[src/rtl/dmem_arbiter_if.sv]
`default_nettype none
// ----------------------------------------------------------------------------
// dmem_arbiter_if: two-master request/response bundle plus the dmem port. rev 1.0
// ----------------------------------------------------------------------------
interface dmem_arbiter_if #(
  parameter int ADDR_W = 11,
  parameter int DATA_W = 32
);
  logic              m0_req;
  logic              m0_we;
  logic [31:0]       m0_addr;
  logic [DATA_W-1:0] m0_wdata;
  logic              m0_ack;
  logic              m0_err;
  logic [DATA_W-1:0] m0_rdata;

  logic              m1_req;
  logic              m1_we;
  logic [31:0]       m1_addr;
  logic [DATA_W-1:0] m1_wdata;
  logic              m1_ack;
  logic              m1_err;
  logic [DATA_W-1:0] m1_rdata;

  logic              dmem_we;
  logic [ADDR_W-1:0] dmem_addr;
  logic [DATA_W-1:0] dmem_wdata;
  logic [DATA_W-1:0] dmem_rdata;

  logic              busy;
  logic [1:0]        grant;

  modport slave (
    input  m0_req, m0_we, m0_addr, m0_wdata,
    output m0_ack, m0_err, m0_rdata,
    input  m1_req, m1_we, m1_addr, m1_wdata,
    output m1_ack, m1_err, m1_rdata,
    output dmem_we, dmem_addr, dmem_wdata,
    input  dmem_rdata,
    output busy, grant
  );

  modport master (
    output m0_req, m0_we, m0_addr, m0_wdata,
    input  m0_ack, m0_err, m0_rdata,
    output m1_req, m1_we, m1_addr, m1_wdata,
    input  m1_ack, m1_err, m1_rdata,
    input  dmem_we, dmem_addr, dmem_wdata,
    output dmem_rdata,
    input  busy, grant
  );
endinterface

`default_nettype wire

[src/rtl/dmem_arbiter.sv]
`default_nettype none
// ----------------------------------------------------------------------------
// dmem_arbiter: round-robin sharing of the data memory between two masters. rev 1.0
// ----------------------------------------------------------------------------
module dmem_arbiter #(
  parameter logic [31:0] BASE_ADDR = 32'h1001_0000,
  parameter int          ADDR_W    = 11,
  parameter int          DATA_W    = 32
) (
  input  wire logic     clk_in,
  input  wire logic     reset,
  dmem_arbiter_if.slave bus
);
  localparam logic [31:0] WINDOW = 32'd1 << ADDR_W;

  typedef enum logic [1:0] {
    IDLE   = 2'd0,
    ACCESS = 2'd1,
    RESP   = 2'd2
  } state_t;

  state_t state, state_nxt;
  logic   prio, prio_nxt;

  logic        pick_valid;
  logic        pick;
  logic [31:0] pick_off;

  // Contention goes to prio; a lone requester wins regardless of prio.
  always_comb begin
    pick_valid = bus.m0_req | bus.m1_req;
    pick       = (bus.m0_req & bus.m1_req) ? prio : bus.m1_req;
    pick_off   = (pick ? bus.m1_addr : bus.m0_addr) - BASE_ADDR;
  end

  logic              sel;
  logic              we_q;
  logic              inr_q;
  logic [ADDR_W-1:0] off_q;
  logic [DATA_W-1:0] wdata_q;
  logic [DATA_W-1:0] rsp_data;
  logic              rsp_err;

  always_ff @(posedge clk_in or negedge reset) begin
    if (!reset) begin
      state <= IDLE;
      prio  <= 1'b0;
    end else begin
      state <= state_nxt;
      prio  <= prio_nxt;
    end
  end

  always_ff @(posedge clk_in or negedge reset) begin
    if (!reset) begin
      sel      <= 1'b0;
      we_q     <= 1'b0;
      inr_q    <= 1'b0;
      off_q    <= '0;
      wdata_q  <= '0;
      rsp_data <= '0;
      rsp_err  <= 1'b0;
    end else begin
      if (state == IDLE && pick_valid) begin
        sel     <= pick;
        we_q    <= pick ? bus.m1_we : bus.m0_we;
        wdata_q <= pick ? bus.m1_wdata : bus.m0_wdata;
        off_q   <= pick_off[ADDR_W-1:0];
        inr_q   <= (pick_off < WINDOW);
      end
      if (state == ACCESS) begin
        rsp_data <= (we_q | ~inr_q) ? '0 : bus.dmem_rdata;
        rsp_err  <= ~inr_q;
      end
    end
  end

  logic              ack0, ack1, err0, err1;
  logic [DATA_W-1:0] rdata0, rdata1;
  logic              mem_we;
  logic [ADDR_W-1:0] mem_addr;
  logic [DATA_W-1:0] mem_wdata;
  logic              busy_c;
  logic [1:0]        grant_c;

  // Outputs decode from state so a reset clears them without waiting for a clock.
  always_comb begin
    state_nxt = state;
    prio_nxt  = prio;
    ack0      = 1'b0;
    ack1      = 1'b0;
    err0      = 1'b0;
    err1      = 1'b0;
    rdata0    = '0;
    rdata1    = '0;
    mem_we    = 1'b0;
    mem_addr  = '0;
    mem_wdata = '0;
    busy_c    = 1'b0;
    grant_c   = 2'b00;
    case (state)
      IDLE: begin
        if (pick_valid) begin
          state_nxt = ACCESS;
          if (bus.m0_req && bus.m1_req) prio_nxt = ~prio;
        end
      end
      ACCESS: begin
        state_nxt = RESP;
        busy_c    = 1'b1;
        grant_c   = sel ? 2'b10 : 2'b01;
        mem_we    = we_q & inr_q;
        mem_addr  = off_q;
        mem_wdata = wdata_q;
      end
      RESP: begin
        state_nxt = IDLE;
        busy_c    = 1'b1;
        grant_c   = sel ? 2'b10 : 2'b01;
        if (sel) begin
          ack1   = 1'b1;
          err1   = rsp_err;
          rdata1 = rsp_data;
        end else begin
          ack0   = 1'b1;
          err0   = rsp_err;
          rdata0 = rsp_data;
        end
      end
      default: state_nxt = IDLE;
    endcase
  end

  assign bus.m0_ack     = ack0;
  assign bus.m0_err     = err0;
  assign bus.m0_rdata   = rdata0;
  assign bus.m1_ack     = ack1;
  assign bus.m1_err     = err1;
  assign bus.m1_rdata   = rdata1;
  assign bus.dmem_we    = mem_we;
  assign bus.dmem_addr  = mem_addr;
  assign bus.dmem_wdata = mem_wdata;
  assign bus.busy       = busy_c;
  assign bus.grant      = grant_c;

endmodule

`default_nettype wire
[src/flat_wrapper.sv]
// flat-port wrapper written by rule: the top's interface ports become plain ports
module dmem_arbiter_flat 
#(
  parameter logic [31:0] BASE_ADDR = 32'h1001_0000,
  parameter int          ADDR_W    = 11,
  parameter int          DATA_W    = 32
)
  (clk_in, reset, bus_m0_req, bus_m0_we, bus_m0_addr, bus_m0_wdata, bus_m0_ack, bus_m0_err, bus_m0_rdata, bus_m1_req, bus_m1_we, bus_m1_addr, bus_m1_wdata, bus_m1_ack, bus_m1_err, bus_m1_rdata, bus_dmem_we, bus_dmem_addr, bus_dmem_wdata, bus_dmem_rdata, bus_busy, bus_grant);
  dmem_arbiter_if #(.ADDR_W(ADDR_W), .DATA_W(DATA_W)) bus_i ();
  input  wire logic clk_in;
  input  wire logic reset;
  input wire logic [$bits(bus_i.m0_req)-1:0] bus_m0_req;
  input wire logic [$bits(bus_i.m0_we)-1:0] bus_m0_we;
  input wire logic [$bits(bus_i.m0_addr)-1:0] bus_m0_addr;
  input wire logic [$bits(bus_i.m0_wdata)-1:0] bus_m0_wdata;
  output wire logic [$bits(bus_i.m0_ack)-1:0] bus_m0_ack;
  output wire logic [$bits(bus_i.m0_err)-1:0] bus_m0_err;
  output wire logic [$bits(bus_i.m0_rdata)-1:0] bus_m0_rdata;
  input wire logic [$bits(bus_i.m1_req)-1:0] bus_m1_req;
  input wire logic [$bits(bus_i.m1_we)-1:0] bus_m1_we;
  input wire logic [$bits(bus_i.m1_addr)-1:0] bus_m1_addr;
  input wire logic [$bits(bus_i.m1_wdata)-1:0] bus_m1_wdata;
  output wire logic [$bits(bus_i.m1_ack)-1:0] bus_m1_ack;
  output wire logic [$bits(bus_i.m1_err)-1:0] bus_m1_err;
  output wire logic [$bits(bus_i.m1_rdata)-1:0] bus_m1_rdata;
  output wire logic [$bits(bus_i.dmem_we)-1:0] bus_dmem_we;
  output wire logic [$bits(bus_i.dmem_addr)-1:0] bus_dmem_addr;
  output wire logic [$bits(bus_i.dmem_wdata)-1:0] bus_dmem_wdata;
  input wire logic [$bits(bus_i.dmem_rdata)-1:0] bus_dmem_rdata;
  output wire logic [$bits(bus_i.busy)-1:0] bus_busy;
  output wire logic [$bits(bus_i.grant)-1:0] bus_grant;
  assign bus_i.m0_req = bus_m0_req;
  assign bus_i.m0_we = bus_m0_we;
  assign bus_i.m0_addr = bus_m0_addr;
  assign bus_i.m0_wdata = bus_m0_wdata;
  assign bus_m0_ack = bus_i.m0_ack;
  assign bus_m0_err = bus_i.m0_err;
  assign bus_m0_rdata = bus_i.m0_rdata;
  assign bus_i.m1_req = bus_m1_req;
  assign bus_i.m1_we = bus_m1_we;
  assign bus_i.m1_addr = bus_m1_addr;
  assign bus_i.m1_wdata = bus_m1_wdata;
  assign bus_m1_ack = bus_i.m1_ack;
  assign bus_m1_err = bus_i.m1_err;
  assign bus_m1_rdata = bus_i.m1_rdata;
  assign bus_dmem_we = bus_i.dmem_we;
  assign bus_dmem_addr = bus_i.dmem_addr;
  assign bus_dmem_wdata = bus_i.dmem_wdata;
  assign bus_i.dmem_rdata = bus_dmem_rdata;
  assign bus_busy = bus_i.busy;
  assign bus_grant = bus_i.grant;
  dmem_arbiter #(.BASE_ADDR(BASE_ADDR), .ADDR_W(ADDR_W), .DATA_W(DATA_W)) u_core (.clk_in(clk_in), .reset(reset), .bus(bus_i));
endmodule
[config.mk]
export PLATFORM = sky130hd
export DESIGN_NAME = dmem_arbiter_flat
export DESIGN_NICKNAME = d
export VERILOG_FILES = /design/src/rtl/dmem_arbiter_if.sv /design/src/rtl/dmem_arbiter.sv /design/src/flat_wrapper.sv
export SDC_FILE = /design/constraint.sdc
export NUM_CORES = 1
export LEC_CHECK = 0
export ABC_AREA = 1
export BUFFER_PORTS_ARGS = -buffer_cell sky130_fd_sc_hd__buf_2
export CAP_MARGIN = 20
export CORE_AREA = 2 2 109 111
export DETAILED_ROUTE_END_ITERATION = 16
export DIE_AREA = 0 0 111 113
export GPL_TIMING_DRIVEN = 0
export PLACE_DENSITY = 0.75
export SYNTH_ARGS = -nofsm -noshare
export SYNTH_HDL_FRONTEND = slang
export SYNTH_SLANG_ARGS = --single-unit
[constraint.sdc]
create_clock -name clk_in -period 1.8 [get_ports clk_in]
set_input_delay 0.09 -clock clk_in [delete_from_list [all_inputs] [get_ports clk_in]]
set_output_delay 0.09 -clock clk_in [all_outputs]
set_load 0.05 [all_outputs]
# Word-level counts from Yosys, hierarchy flattened
# Index checks and enable logic that the tools add are counted.
[word_totals]
regBits = 82
word_cells = 50
[op_classes]
addsub = 1
order_cmp = 1
n_eq_ne = 3
muxes = 25
n_bitwise = 6
reduce_logical = 5
[ops]
columns = ["cell", "n"]
rows = [
  ["two-way mux 32 bit", 8],
  ["less-than comparator 32 x 12 -> 1 bit (second input constant)", 1],
  ["subtractor 32 x 29 -> 32 bit (second input constant)", 1],
  ["two-way mux 1 bit", 12],
  ["two-way mux 11 bit", 1],
  ["two-way mux 2 bit", 3],
  ["case mux 2 bit (2 select lines)", 1],
  ["AND reduction 3 bit", 1],
  ["bitwise AND 1 bit", 2],
  ["equality test 2 x 1 -> 1 bit (second input constant)", 1],
  ["equality test 2 bit (second input constant)", 1],
  ["logical AND 1 bit", 2],
  ["zero test 2 bit", 1],
  ["inequality test 2 x 1 -> 1 bit (second input constant)", 1],
  ["inverter 1 bit", 2],
  ["bitwise OR 1 bit", 2],
  ["OR reduction 2 bit", 1],
]

# Depth between registers and ports, before layout
[logic_depth]
ltp_word = 5
mapped_depth = 11

# Worst setup path before layout
# OpenSTA, ideal clock, no wires.
[synth_timing]
path_kind = "register -> output"
start = "register u_core.state[0]"
end = "output port bus_grant[0]"
arrival_time_ns = 1.715
path_slack_ns = -0.005
path_stages_with_launch = 5
path_cell_list = "dfrtp_1 -> inv_1 -> ha_1 -> inv_1 -> nor2_1"
[synth_between]
elab_chain_cells = 3
elab_cells_between_ends = 4
classes_between = "2 x eq/ne; 1 x mux; 1 x reduce/logical"
[synth_rtl]
columns = ["element", "line", "rtl"]
rows = [
  ["start: declaration", "dmem_arbiter.sv:22", "state_t state, state_nxt;"],
  ["start signal: assignment", "dmem_arbiter.sv:49", "state <= state_nxt;"],
  ["equality test 2 bit or equality test 2 x 1 -> 1 bit (tied branches)", "dmem_arbiter.sv:101", "case (state)"],
  ["OR reduction 2 bit (no source line) (*)", "n/a", ""],
  ["two-way mux 2 bit (*)", "n/a", ""],
  ["end: declaration", "flat_wrapper.sv:31", "output wire logic [$bits(bus_i.grant)-1:0] bus_grant;"],
]
# Every way passes the cells marked *; elsewhere a longest branch is shown, timed or not.

# Worst setup path in the final report
[layout_timing]
start = "register u_core.state[0]"
end = "output port bus_m0_rdata[30]"
[layout_between]
elab_chain_cells = 2
[layout_rtl]
columns = ["element", "line", "rtl"]
rows = [
  ["equality test 2 bit", "dmem_arbiter.sv:101", ""],
  ["two-way mux 32 bit", "dmem_arbiter.sv:101", ""],
  ["end: declaration", "flat_wrapper.sv:18", "output wire logic [$bits(bus_i.m0_rdata)-1:0] bus_m0_rdata;"],
]
# Every way passes these cells.

==> metrics.md <==
| Metric | Value |
|---|---|
| Status | `completed` |
| GR Overflow Total | `0` |
| Pin count of the biggest net entering global routing | `46` |
| Syn. warnings | `0` |
| DRC | `0` |
| Number of fill cells | `1033` |
| Port Buf Inserts | `280` |
| Std-Cell Rows | `39` |
| FF-to-FF Start | `u_core.prio$_DFFE_PN0P_` |
| Fin crit share | `0.9948` |
| IO Pins | `281` |
| Synth area leaders | `dfrtp_1 46%, nor2_1 11%, nand2_1 10%` |
| CTS tree | `done` |
| Clk buf depth | `2` |
| Vias post-DR | `5308` |
| Wire length per cell | `14.47 um` |
| Area of the multi-input gates | `1977 sq um` |
| DIE HEIGHT | `113 um` |
| Setup_tns | `0 ps` |
| Iter 0 DRT Violations | `353` |
| Area share of the largest cell type after synthesis | `0.4562` |
| CP endpoint kind | `output port` |
| Routability cong. | `0.8402` |
| CP startpoint kind | `register` |
| Yosys top cell by area | `dfrtp_1` |
| Avg Cell Area, Syn | `6.867 sq um` |
| Net Count, Synth | `824` |
| Ys async rst share | `1.000` |
| Comb pwr share | `0.515` |
| #FFs+latches synth | `82` |
| CTS sink cnt | `82` |
| Hold Crit Endpoint | `u_core.rsp_data[15]$_DFFE_PN0P_` |
| Worst hold-check path type | `in2reg` |
| VDD IR max | `1066 uV` |
| # H-tree levels | `3` |
| Clk slew on worst S/H paths | `60 ps` |
| Sequential standard cell area | `2053 sq um` |
| Worst Path Required | `1710 ps` |
| Commonest cells post-synth | `131 x nor2_1, 122 x nand2_1, 96 x inv_1` |
| WHS Path Cells | `3` |
| Maxcap violations | `0` |
| Post-synth cell types | `23` |
| Ys flop type | `dfrtp_1` |
| Sequential share of the synthesized area | `0.4562` |
| FF-to-FF setup slack | `130 ps` |
| Layout cells sized above 1 | `0.3599` |
| TritonRoute pass-1 iters | `5` |
| Clk pwr share | `0.221` |
| Slew margin rel. | `0.6250` |
| EDFF count, synth | `0` |
| Insertion delay to the later sink of the worst-skew pair | `330 ps` |
| DR vias/cell | `4.778` |
| Pint | `0.005593 W` |
| Min-delay src | `bus_dmem_rdata[15]` |
| Die area | `12540 sq um` |
| Flop pwr share | `0.264` |
| Vias in the first global route | `5279` |
| Fin nets | `1131` |
| Achievable Freq | `558.4 MHz` |
| Clock root cell | `clkbuf_16` |
| Post-DRT Antenna Nets | `0` |
| Least-Margin Pin Slew | `562.5 ps` |
| Crit path DAT | `1700 ps` |
| Kind of critical path | `reg2out` |
| Area Overhead vs Synth | `58.25%` |
| Leakage | `3.951 nW` |
| Final hold vios | `0` |
| Num CTS Buffers | `9` |
| Critical R2R Capture | `u_core.inr_q$_DFFE_PN0P_` |
| Count leader, synth | `nor2_1` |
| First-pass GRT wire length | `25.56 mm` |
| Pwr dens | `1439 nW/um^2` |
| Hold_ws | `8.276 ps` |
| Fin util | `0.6315` |
| Core area | `11270 sq um` |
| DP Wirelength | `11.94 mm` |
| Sw Ratio | `0.4540` |
| DIE WIDTH | `111 um` |
| Synthesized cell area | `4498 sq um` |
| R2R depth | `10` |
| Slew Limit Fails | `0` |
| Synthesized instance count | `655` |
| Initial antenna violation count | `2` |
| WL final | `16.07 mm` |
| Total GRT Usage | `0.2528` |
| Post-route minimum period | `1791 ps` |
| Placed Instance Area | `6111 sq um` |
| Worst-case clock skew | `6.099 ps` |
| Psw | `0.004651 W` |
| Starting Density | `0.3990` |
| Worst-path fanout max | `10` |
| Post-route cell area | `7118 sq um` |
| # setup viols final | `0` |
[through the flow]
stage                     std cells  worst slack (ps)  power, W
after floorplan                 655             109.0  0.006088
after global placement         1078            -375.1  0.007350
after detailed placement       1079            -406.3  0.007439
after CTS                      1109            -88.60   0.01014
after global routing           1110            -60.02   0.01087
final                          1111             9.319   0.01024
[critical path: stages (launching register included)]
cell	delay [ps]
dfrtp_2	440
inv_2	90
ha_4	170
nand2_4	100
buf_4	190
nor2_1	180
buf_6	200
[worst max path at each step]
stage	from	end	slack, ps	depth (start not counted)
floorplan	u_core.state[0]$_DFFE_PN0P_	bus_m1_rdata[22]	110	5
global placement	u_core.state[1]$_DFFE_PN0P_	bus_dmem_addr[6]	-380	7
detailed placement	u_core.state[1]$_DFFE_PN0P_	bus_dmem_addr[6]	-410	7
CTS	u_core.state[0]$_DFFE_PN0P_	u_core.wdata_q[30]$_DFFE_PN0P_	-90	7
global route	u_core.state[0]$_DFFE_PN0P_	bus_m0_rdata[30]	-60	6
finish	u_core.state[0]$_DFFE_PN0P_	bus_m0_rdata[30]	9	6
[logic make-up after synthesis]
logic type / synth area share
AND/OR/NAND/NOR: 0.2690
buffers and inverters: 0.1193
adder cells (fa/ha/maj): 0.008346
flip-flops: 0.4562
AO/OA/AOI/OAI: 0.1452
XOR/XNOR: 0.001948
[power by group through the flow]
stage | Combinational (W) | Clock (W) | Sequential (W)
floorplan | 0.00345 | 0 | 0.00264
global placement | 0.00467 | 0 | 0.00268
detailed placement | 0.00473 | 0 | 0.00271
CTS | 0.00517 | 0.00229 | 0.00269
global route | 0.00574 | 0.00236 | 0.00277
finish | 0.00527 | 0.00226 | 0.00271
[flip-flops by register name, indices dropped and copies added, names as in the netlist]
| name | flops |
|---|---|
| u_core.inr_q | 1 |
| u_core.off_q | 11 |
| u_core.prio | 1 |
| u_core.rsp_data | 32 |
| u_core.rsp_err | 1 |
| u_core.sel | 1 |
| u_core.state | 2 |
| u_core.wdata_q | 32 |
| u_core.we_q | 1 |
[final cells by class]
class,instances,share of cell area
antenna,1,0.0003516
inverter,99,0.05221
clock buffer,11,0.03410
tap,143,0.02514
buffer,39,0.03779
clock inverter,5,0.01758
multi-input combinational,435,0.2777
sequential,82,0.2885
timing repair buffer,296,0.2667
[timing repair]
action / 4_1_cts / 5_1_grt
resized for setup: 143 / 45
hold buffers: 14 / 0
cloned: 0 / 0
endpoints found under the hold margin: 49 / 0
pin swaps: 0 / 0
setup endpoints to repair: 143 / 169
setup buffers: 0 / 1
[cell usage in the layout (no fill, tap or decap), types with 2 or more instances in the layout]
cell / count
buf_2: 191
nor2_1: 126
nand2_1: 120
inv_1: 94
buf_4: 89
o21ai_1: 87
dfrtp_1: 81
nand3_1: 42
o21ai_0: 36
buf_6: 19
dlygate4sd3_1: 14
clkbuf_1: 11
clkbuf_16: 10
clkbuf_8: 6
nor2_2: 5
inv_2: 4
bufinv_16: 4
nand2_4: 3
clkbuf_2: 3
or2_2: 3
clkbuf_4: 2
or2_1: 2
ha_4: 2
[routing by layer]
| metal | vias to the layer above | part of all wire | global-route usage |
|---|---|---|---|
| met1 | 2398 | 0.39 | 0.2987 |
| met4 | 2 | 0.020 | 0.08500 |
| li1 | 2633 | - | - |
| met2 | 248 | 0.52 | 0.4589 |
| met5 | - | 0.00081 | 0 |
| met3 | 27 | 0.077 | 0.05356 |
Note: power is estimated with default switching activity, not from simulation.
